`config.mk`:
```
export PLATFORM = sky130hd
export DESIGN_NAME = ara_perf_window_ctrl
export DESIGN_NICKNAME = d
export VERILOG_FILES = /design/src/rtl/ara_perf_pkg.sv /design/src/rtl/ara_sat_counter.sv /design/src/rtl/ara_perf_window_ctrl.sv
export SDC_FILE = /design/constraint.sdc
export NUM_CORES = 1
export LEC_CHECK = 0
export BUFFER_PORTS_ARGS = -buffer_cell sky130_fd_sc_hd__buf_4
export CAP_MARGIN = 20
export CORE_ASPECT_RATIO = 0.7
export CORE_MARGIN = 2
export CORE_UTILIZATION = 30
export DETAILED_ROUTE_END_ITERATION = 16
export PLACE_DENSITY = 0.46
export SYNTH_ARGS = -nofsm -noshare
export SYNTH_HDL_FRONTEND = slang
export SYNTH_HIERARCHICAL = 1
export SYNTH_SLANG_ARGS = --single-unit
```
`constraint.sdc`:
```
create_clock -name clk_i -period 7.95 [get_ports clk_i]
set_input_delay 0 -clock clk_i [delete_from_list [all_inputs] [get_ports clk_i]]
set_output_delay 0 -clock clk_i [all_outputs]
set_load 0.05 [all_outputs]
```
`src/rtl/ara_perf_pkg.sv`:
```
// ara_perf_pkg: shared types and defaults for the Ara performance window controller.
//   state_e      - window FSM state, values match the state_o encoding
//   DefNrEvents  - default number of event counters (dcache, icache, scoreboard)
//   DefCntWidth  - default counter / snapshot width
package ara_perf_pkg;

    localparam int unsigned DefNrEvents = 3;
    localparam int unsigned DefCntWidth = 64;

    typedef enum logic [1:0] {
        StIdle   = 2'd0,
        StCount  = 2'd1,
        StDrain  = 2'd2,
        StUnused = 2'd3
    } state_e;

endpackage

```
`src/rtl/ara_sat_counter.sv`:
```
// ara_sat_counter: up-counter that sticks at all-ones instead of wrapping.
// Ports:
//   clk_i - clock
//   rst_i - asynchronous active-high reset, zeroes the count
//   en    - increment by one this cycle
//   clr   - synchronous clear, takes priority over en
//   cnt   - current registered count
module ara_sat_counter #(
    parameter int unsigned Width = 64
) (
    input  logic             clk_i,
    input  logic             rst_i,
    input  logic             en,
    input  logic             clr,
    output logic [Width-1:0] cnt
);

    localparam logic [Width-1:0] One    = Width'(1);
    localparam logic [Width-1:0] MaxCnt = {Width{1'b1}};

    logic [Width-1:0] r_cnt;

    always_ff @(posedge clk_i or posedge rst_i) begin
        if (rst_i) begin
            r_cnt <= '0;
        end else if (clr) begin
            r_cnt <= '0;
        end else if (en && (r_cnt != MaxCnt)) begin
            r_cnt <= r_cnt + One;
        end
    end

    assign cnt = r_cnt;

endmodule

```
`src/rtl/ara_perf_window_ctrl.sv`:
```
// ara_perf_window_ctrl: measures Ara activity windows.
// A window opens on a dispatch while software counting is enabled, keeps counting
// while enabled, and drains until Ara goes idle once software disables counting.
// Runtime and per-event counters are saturating and accumulate across windows;
// snapshots capture them when Ara goes idle after a dispatch.
// Ports:
//   clk_i        - clock
//   rst_i        - asynchronous active-high reset
//   sw_en_i      - software counting enable (level)
//   req_valid_i  - vector instruction dispatched this cycle
//   ara_idle_i   - Ara has nothing in flight
//   clear_i      - zero counters/snapshots (honoured only in IDLE)
//   event_i      - per-event increment strobes
//   runtime_o    - runtime snapshot
//   event_cnt_o  - event snapshots
//   snap_valid_o - one-cycle pulse when snapshots update
//   state_o      - current FSM state
module ara_perf_window_ctrl
    import ara_perf_pkg::*;
#(
    parameter int unsigned NrEvents = DefNrEvents,
    parameter int unsigned CntWidth = DefCntWidth
) (
    input  logic                               clk_i,
    input  logic                               rst_i,
    input  logic                               sw_en_i,
    input  logic                               req_valid_i,
    input  logic                               ara_idle_i,
    input  logic                               clear_i,
    input  logic [NrEvents-1:0]                event_i,
    output logic [CntWidth-1:0]                runtime_o,
    output logic [NrEvents-1:0][CntWidth-1:0] event_cnt_o,
    output logic                               snap_valid_o,
    output logic [1:0]                         state_o
);

    state_e                             r_state;
    state_e                             w_state_next;
    logic                               w_active;
    logic                               w_clr;
    logic                               w_snap;
    logic                               r_pending;
    logic                               r_snap_valid;
    logic [CntWidth-1:0]                r_runtime_snap;
    logic [NrEvents-1:0][CntWidth-1:0] r_event_snap;
    logic [CntWidth-1:0]                w_runtime_cnt;
    logic [NrEvents-1:0][CntWidth-1:0] w_event_cnt;

    // FSM: state register
    always_ff @(posedge clk_i or posedge rst_i) begin
        if (rst_i) begin
            r_state <= StIdle;
        end else begin
            r_state <= w_state_next;
        end
    end

    // FSM: next state
    always_comb begin
        w_state_next = r_state;
        case (r_state)
            StIdle: begin
                if (sw_en_i && req_valid_i) begin
                    w_state_next = StCount;
                end
            end
            StCount: begin
                if (!sw_en_i) begin
                    w_state_next = ara_idle_i ? StIdle : StDrain;
                end
            end
            StDrain: begin
                if (sw_en_i) begin
                    w_state_next = StCount;
                end else if (ara_idle_i) begin
                    w_state_next = StIdle;
                end
            end
            default: w_state_next = StIdle;
        endcase
    end

    // FSM: decoded controls
    always_comb begin
        w_active = (r_state == StCount) || (r_state == StDrain);
        w_clr    = clear_i && (r_state == StIdle);
    end

    // A snapshot is due once Ara drains after a dispatch; a dispatch in the
    // same cycle means Ara is busy again, so the snapshot is deferred.
    assign w_snap = r_pending && ara_idle_i && !req_valid_i;

    ara_sat_counter #(
        .Width (CntWidth)
    ) u_runtime_cnt (
        .clk_i (clk_i),
        .rst_i (rst_i),
        .en    (w_active),
        .clr   (w_clr),
        .cnt   (w_runtime_cnt)
    );

    for (genvar k = 0; k < NrEvents; k++) begin : g_event_cnt
        ara_sat_counter #(
            .Width (CntWidth)
        ) u_event_cnt (
            .clk_i (clk_i),
            .rst_i (rst_i),
            .en    (w_active && event_i[k]),
            .clr   (w_clr),
            .cnt   (w_event_cnt[k])
        );
    end

    // Snapshot registers, pending flag and valid pulse; clear beats snapshot.
    always_ff @(posedge clk_i or posedge rst_i) begin
        if (rst_i) begin
            r_pending      <= 1'b0;
            r_snap_valid   <= 1'b0;
            r_runtime_snap <= '0;
            r_event_snap   <= '0;
        end else if (w_clr) begin
            r_pending      <= 1'b0;
            r_snap_valid   <= 1'b0;
            r_runtime_snap <= '0;
            r_event_snap   <= '0;
        end else begin
            r_snap_valid <= w_snap;
            if (w_snap) begin
                r_runtime_snap <= w_runtime_cnt;
                r_event_snap   <= w_event_cnt;
            end
            if (req_valid_i) begin
                r_pending <= 1'b1;
            end else if (w_snap) begin
                r_pending <= 1'b0;
            end
        end
    end

    assign runtime_o    = r_runtime_snap;
    assign event_cnt_o  = r_event_snap;
    assign snap_valid_o = r_snap_valid;
    assign state_o      = r_state;

endmodule

```
==> results of run 1 <==
==> tightest hold or removal path, stage by stage <==
cell       delay (ns)
buf_4            0.10
and2_1           0.31
o2111ai_1        0.17
xor2_1           0.08
nor2_1           0.07
==> metal layers <==
metal  global-route usage, %  part of all wire [%]  routed length, um
met1                   27.22                    52              37200
met2                   23.18                    41              29650
met3                   3.076                   5.5               3965
met4                   3.465                   1.6               1168
met5                       0                 0.019                 14
==> cell usage in the layout (no fill, tap or decap), types with 5 or more instances in the layout <==
master,count
dfrtp_1,516
buf_4,280
a22o_1,256
nor2_1,151
a21oi_1,130
nand2_1,120
nand4_1,104
nand3_1,84
or3_1,82
or4_1,70
o21ai_0,69
xor2_1,64
clkbuf_16,57
o31ai_1,57
nor3_1,38
nor4_1,38
and3_1,36
xnor2_1,32
and4_1,28
nor2b_1,22
clkbuf_8,18
inv_1,17
and2_1,17
o2111ai_1,14
mux2_2,13
o211ai_1,13
nor4_2,11
o21ba_2,11
bufinv_16,10
or2_2,10
ha_1,8
clkbuf_1,8
nand3_2,8
dlygate4sd3_1,7
nand2b_1,5
mux2i_1,5
or4_4,5
or3b_2,5
nor4b_1,5
==> where the power goes <==
| group | internal [W] | switching [W] | total, W |
|---|---|---|---|
| Combinational | 0.000171 | 0.000779 | 0.000950 |
| Sequential | 0.00267 | 0.0000614 | 0.00274 |
| Clock | 0.00180 | 0.00113 | 0.00293 |
| Total | 0.00464 | 0.00197 | 0.00661 |
==> state kept, by name, summed over array words and instances, names as in the netlist <==
| register | flops |
|---|---|
| r_pending | 1 |
| u_runtime_cnt/cnt | 64 |
| g_event_cnt.u_event_cnt/cnt | 192 |
| state_o | 2 |
| runtime_o | 64 |
| snap_valid_o | 1 |
| event_cnt_o | 192 |
==> through the flow <==
stage                     total power [W]  std cells
after detailed placement         0.003747       3451
after floorplan                  0.003523       2230
after global routing             0.006924       3559
final                            0.006611       3559
after global placement           0.003725       3450
after CTS                        0.006720       3559
==> cell families (layout without fill, tap and decap cells) <==
group	after synthesis	after routing	share of synthesized area, %
simple gates	863	863	20.57
xor+xnor	96	96	3.462
mux	18	18	0.8087
fa+ha+maj	8	8	0.4121
compound gates	576	576	17.52
flops	516	516	53.16
buf+inv	153	414	4.069
==> cell type report <==
class	instances	area, um2	area share, %
timing repair buffer	291	2237	7.700
multi-input combinational	1561	10420	35.85
clock inverter	18	356.6	1.227
clock buffer	83	1704	5.866
tap	1068	1336	4.599
sequential	516	12910	44.44
inverter	22	90.09	0.3101
==> worst paths after layout <==
| kind | cells after the start | slack (ns) | end |
|---|---|---|---|
| max in group asynchronous | 4 | 6.36 | runtime_o[25] |
| max | 8 | 4.12 | g_event_cnt[0].u_event_cnt/cnt[56] |
| min | 5 | 0.14 | g_event_cnt[2].u_event_cnt/cnt[29] |
| min in group asynchronous | 3 | 0.29 | event_cnt_o[30] |
| min reg2reg | 1 | 0.50 | runtime_o[10] |
| max reg2reg | 8 | 4.12 | g_event_cnt[0].u_event_cnt/cnt[56] |
==> timing repair <==
action | 4_1_cts | 5_1_grt
hold endpoints to repair | 413 | 0
buffers inserted | 0 | 0
hold buffers | 7 | 0
==> flow_metrics.env, run 1 <==
export IMPL_start_util_pct=30.24
export IMPL_synth_seq_cells=516
export IMPL_htree_num_levels=2
export IMPL_drv_slew=0
export IMPL_drt_total_wl_um=72000
export IMPL_syn_inst=2230
export IMPL_yosysWarnings=6
export IMPL_setup_tns_final_ns=0
export IMPL_worst_slew_pin_transition_ns=1.065
export IMPL_dp_hpwl_um=47540
export IMPL_fin_area_um2=29050
export IMPL_relSlewSlack_pct=28.41
export IMPL_synth_area_top_cells="dfrtp_1, a22o_1, a21oi_1"
export IMPL_final_setup_worst_slack_ns=4.115
export IMPL_fin_crit_sh_pct=48.24
export IMPL_finalClockSkew_ns=0.02091
export IMPL_core_area_um2=80330
export IMPL_die_h_um=242.1
export IMPL_synth_top_area_share_pct=53.16
export IMPL_path_delay_family="simple AND/OR/NAND/NOR gates"
export IMPL_gr_total_overflow=0
export IMPL_clockRootBuffer="clkbuf_16"
export IMPL_drive_above_1_share_pct=18.67
export IMPL_maxCapViolations=0
export IMPL_grt_usage_pct=16.93
export IMPL_avgViaCountPerCell=5.427
export IMPL_io_buffer_count=267
export IMPL_cp_start_kind="flop"
export IMPL_synth_most_common_cell="dfrtp_1"
export IMPL_critPathLaunch="state_o[0]"
export IMPL_antenna_cells=0
export IMPL_clk_path_buf_depth=3
export IMPL_yosys_top_cells_count="dfrtp_1, a22o_1, nor2_1"
export IMPL_p_leak_nw=12.60
export IMPL_power_density_nw_per_um2=227.6
export IMPL_dp_slack_ns=4.159
export IMPL_netlist_area_um2=24290
export IMPL_cts_sinks=516
export IMPL_areaGrowthSynthToFinish_pct=19.61
export IMPL_rsz0062_at_grt="no"
export IMPL_path_class="flop to flop"
export IMPL_arrival_ns=4.37
export IMPL_crit_required_ns=8.49
export IMPL_grt_pass1_wl_um=113400
export IMPL_ys_types=61
export IMPL_outcome="finished clean"
export IMPL_worstPathMaxFanout=15
export IMPL_clk_pin_slew_worst_paths_ns=0.07
export IMPL_gp_congestion=0.7987
export IMPL_die_area_um2=83290
export IMPL_cp_cell_sequence="inv_1 -> ha_1 -> buf_4 -> and2_1 -> nand4_1 -> nor4_1 -> or3b_2 -> a21oi_1"
export IMPL_fill_cells=7921
export IMPL_cts_buffers=56
export IMPL_cp_slowest_stage_delay_ns=0.73
export IMPL_row_count=87
export IMPL_r2r_start="state_o[0]"
export IMPL_dpl_cell_area_um2=26920
export IMPL_fin_crit_ns=3.835
export IMPL_hold_viol=0
export IMPL_drc_errors=0
export IMPL_synth_edf_count=0
export IMPL_finalSetupViolCount=0
export IMPL_post_drt_wl_per_cell_um=20.23
export IMPL_fmax_mhz=260.8
export IMPL_cts_resized=0
export IMPL_ys_seq_area_share_pct=53.16
export IMPL_cts_tree="done"
export IMPL_io_pins=268
export IMPL_syn_avg_cell_area_um2=10.89
export IMPL_postRouteAntennaNets=0
export IMPL_synthArstFlopShare_pct=100.0
export IMPL_antenna_found_initial=2
export IMPL_dr_pass1_iters=5
export IMPL_drt_iter0_drc=1437
export IMPL_worstSkewPairLatency_ns=0.62
export IMPL_final_nets=2465
export IMPL_die_w_um=344.1
export IMPL_end_kind="flop"
export IMPL_utilization_pct=36.16
export IMPL_via_count=19320
export IMPL_crit_slowest_cell="nor4_1"
export IMPL_min_path_type="primary input to flop"
export IMPL_grt_pass1_vias=18590
export IMPL_yosysTopAreaCell="dfrtp_1"
export IMPL_holdWs_ns=0.1414
export IMPL_synth_flop_cell="dfrtp_1"
export IMPL_min_from="event_i[2]"
export IMPL_synth_nets=2247
export IMPL_cp_buffers_inverters=2
export IMPL_vdd_drop_max_uv=187.1
export IMPL_grt_max_degree=171
(Power assumes the default switching activity.)
==> run 2: changes to the inputs <==
clock period = 4 ns   (was 7.95 ns; I/O delays follow)
==> flow_metrics.env, run 2 (synthesis results as in run 1) <==
export IMPL_min_from="event_i[1]"
export IMPL_dpl_cell_area_um2=27130
export IMPL_fin_area_um2=29280
export IMPL_rsz0062_at_grt="no"
export IMPL_power_density_nw_per_um2=448.1
export IMPL_row_count=87
export IMPL_arrival_ns=3.68
export IMPL_die_h_um=242.1
export IMPL_p_leak_nw=12.74
export IMPL_hold_viol=0
export IMPL_post_drt_wl_per_cell_um=19.99
export IMPL_relSlewSlack_pct=28.73
export IMPL_final_common_cell="dfrtp_1"
export IMPL_end_kind="flop"
export IMPL_core_area_um2=80330
export IMPL_drt_iter0_drc=1357
export IMPL_postCtsSetupRepairBufs=0
export IMPL_avgViaCountPerCell=5.400
export IMPL_vdd_drop_max_uv=301.6
export IMPL_setup_tns_final_ns=0
export IMPL_io_pins=268
export IMPL_antenna_found_initial=1
export IMPL_die_w_um=344.1
export IMPL_placed_cells=3472
export IMPL_areaGrowthSynthToFinish_pct=20.53
export IMPL_cp_endpoint="g_event_cnt[0].u_event_cnt/cnt[15]"
export IMPL_min_path_type="primary input to flop"
export IMPL_crit_required_ns=4.49
export IMPL_cp_buffers_inverters=0
export IMPL_grt_usage_pct=16.98
export IMPL_worstSkewPairLatency_ns=0.61
export IMPL_clk_path_buf_depth=3
export IMPL_cts_buffers=55
export IMPL_fin_crit_sh_pct=79.55
export IMPL_grt_pass1_vias=18850
export IMPL_gr_total_overflow=0
export IMPL_maxCapViolations=0
export IMPL_rr_worst_depth=6
export IMPL_die_area_um2=83290
export IMPL_worst_slew_pin_transition_ns=1.069
export IMPL_cts_tree="done"
export IMPL_critPathLaunch="g_event_cnt[0].u_event_cnt/cnt[34]"
export IMPL_start_util_pct=30.24
export IMPL_finalClockSkew_ns=0.01427
export IMPL_finalSetupViolCount=0
export IMPL_cp_cell_sequence="nand4_1 -> or2_2 -> or4b_1 -> nor2_2 -> nor3_1 -> mux2_2"
export IMPL_gp_congestion=0.7986
export IMPL_io_buffer_count=267
export IMPL_grt_max_degree=152
export IMPL_cts_resized=0
export IMPL_fmax_mhz=314.3
export IMPL_clockRootBuffer="clkbuf_16"
export IMPL_grt_pass1_wl_um=114600
export IMPL_drc_errors=0
export IMPL_postRouteAntennaNets=0
export IMPL_holdWs_ns=0.1175
export IMPL_htree_num_levels=2
export IMPL_cts_sinks=516
export IMPL_r2r_slack_ns=0.82
export IMPL_drv_slew=0
export IMPL_dr_pass1_iters=5
export IMPL_cp_depth=6
export IMPL_final_nets=2489
export IMPL_timing_rr_end="g_event_cnt[0].u_event_cnt/cnt[15]"
export IMPL_layout_common_cells="dfrtp_1, buf_4, a22o_1, nor2_1, a21oi_1"
export IMPL_drt_total_wl_um=71700
export IMPL_worstPathMaxFanout=16
export IMPL_cp_start_kind="flop"
export IMPL_outcome="finished clean"
export IMPL_instances_no_fill=3586
export IMPL_fin_crit_ns=3.182
export IMPL_path_delay_family="simple AND/OR/NAND/NOR gates"
export IMPL_ctsHoldBuffers=9
export IMPL_r2r_start="g_event_cnt[0].u_event_cnt/cnt[34]"
export IMPL_clk_pin_slew_worst_paths_ns=0.06
export IMPL_via_count=19360
export IMPL_crit_slowest_cell="or4b_1"
export IMPL_dp_hpwl_um=48420
export IMPL_drive_above_1_share_pct=19.51
export IMPL_cp_slowest_stage_delay_ns=0.77
export IMPL_path_class="flop to flop"
## run 2: cell types whose count changed in the layout (fill, tap and decap cells not counted), moves of 2 or more
cell           change
clkbuf_1           -2
buf_12             +4
clkbuf_8           +5
buf_4             +18
inv_6              -2
clkinv_2           +5
bufinv_16          -3
dlygate4sd3_1      +2
## run 2: per-layer routing
layer  vias to the layer above  routed length (um)  global-route usage (%)
met5                         -                   0                       0
met4                         0                1204                   3.657
met3                        80                4265                   3.633
met2                       435               29790                   23.42
met1                      9823               36440                   26.73
li1                       9025                   -                       -
## run 2: metrics by stage
stage / setup WS, ns / total power [W] / util [%]
final: 0.8181 / 0.01312 / 36.44
after global routing: 0.5801 / 0.01373 / 36.44
after CTS: 0.7325 / 0.01333 / 36.40
after detailed placement: 0.7514 / 0.007585 / 33.77
after global placement: 0.7899 / 0.007544 / 33.77
after floorplan: 0.5724 / 0.007002 / -
## run 2: worst min path at each step
stage	to	slack [ns]	depth (start not counted)
floorplan	r_pending	0.16	2
detailed placement	g_event_cnt[2].u_event_cnt/cnt[17]	0.01	2
finish	g_event_cnt[1].u_event_cnt/cnt[23]	0.12	6
global placement	g_event_cnt[2].u_event_cnt/cnt[17]	0.007	2
CTS	g_event_cnt[2].u_event_cnt/cnt[29]	0.07	6
global route	g_event_cnt[2].u_event_cnt/cnt[3]	0.14	6
## run 2: layout make-up
class	count	area [um2]
clock inverter	16	257.7
sequential	516	12910
antenna	1	2.502
timing repair buffer	316	2500
fill	7934	51060
multi-input combinational	1561	10420
inverter	22	86.33
clock buffer	86	1765
tap	1068	1336
## run 2: worst register-to-register path, cell delays in order (launching register included)
cell and delay [ns]:
dfrtp_1 0.54, nand4_1 0.26, or2_2 0.40, or4b_1 0.77, nor2_2 0.63, nor3_1 0.16, mux2_2 0.30
## run 2: power breakdown
| group | total [W] | internal (W) | leakage [nW] | switching [W] |
|---|---|---|---|---|
| Clock | 0.00565 | 0.00346 | 1.01 | 0.00218 |
| Combinational | 0.00204 | 0.000458 | 4.54 | 0.00158 |
| Sequential | 0.00544 | 0.00532 | 7.20 | 0.000123 |
| Total | 0.0131 | 0.00924 | 12.7 | 0.00388 |
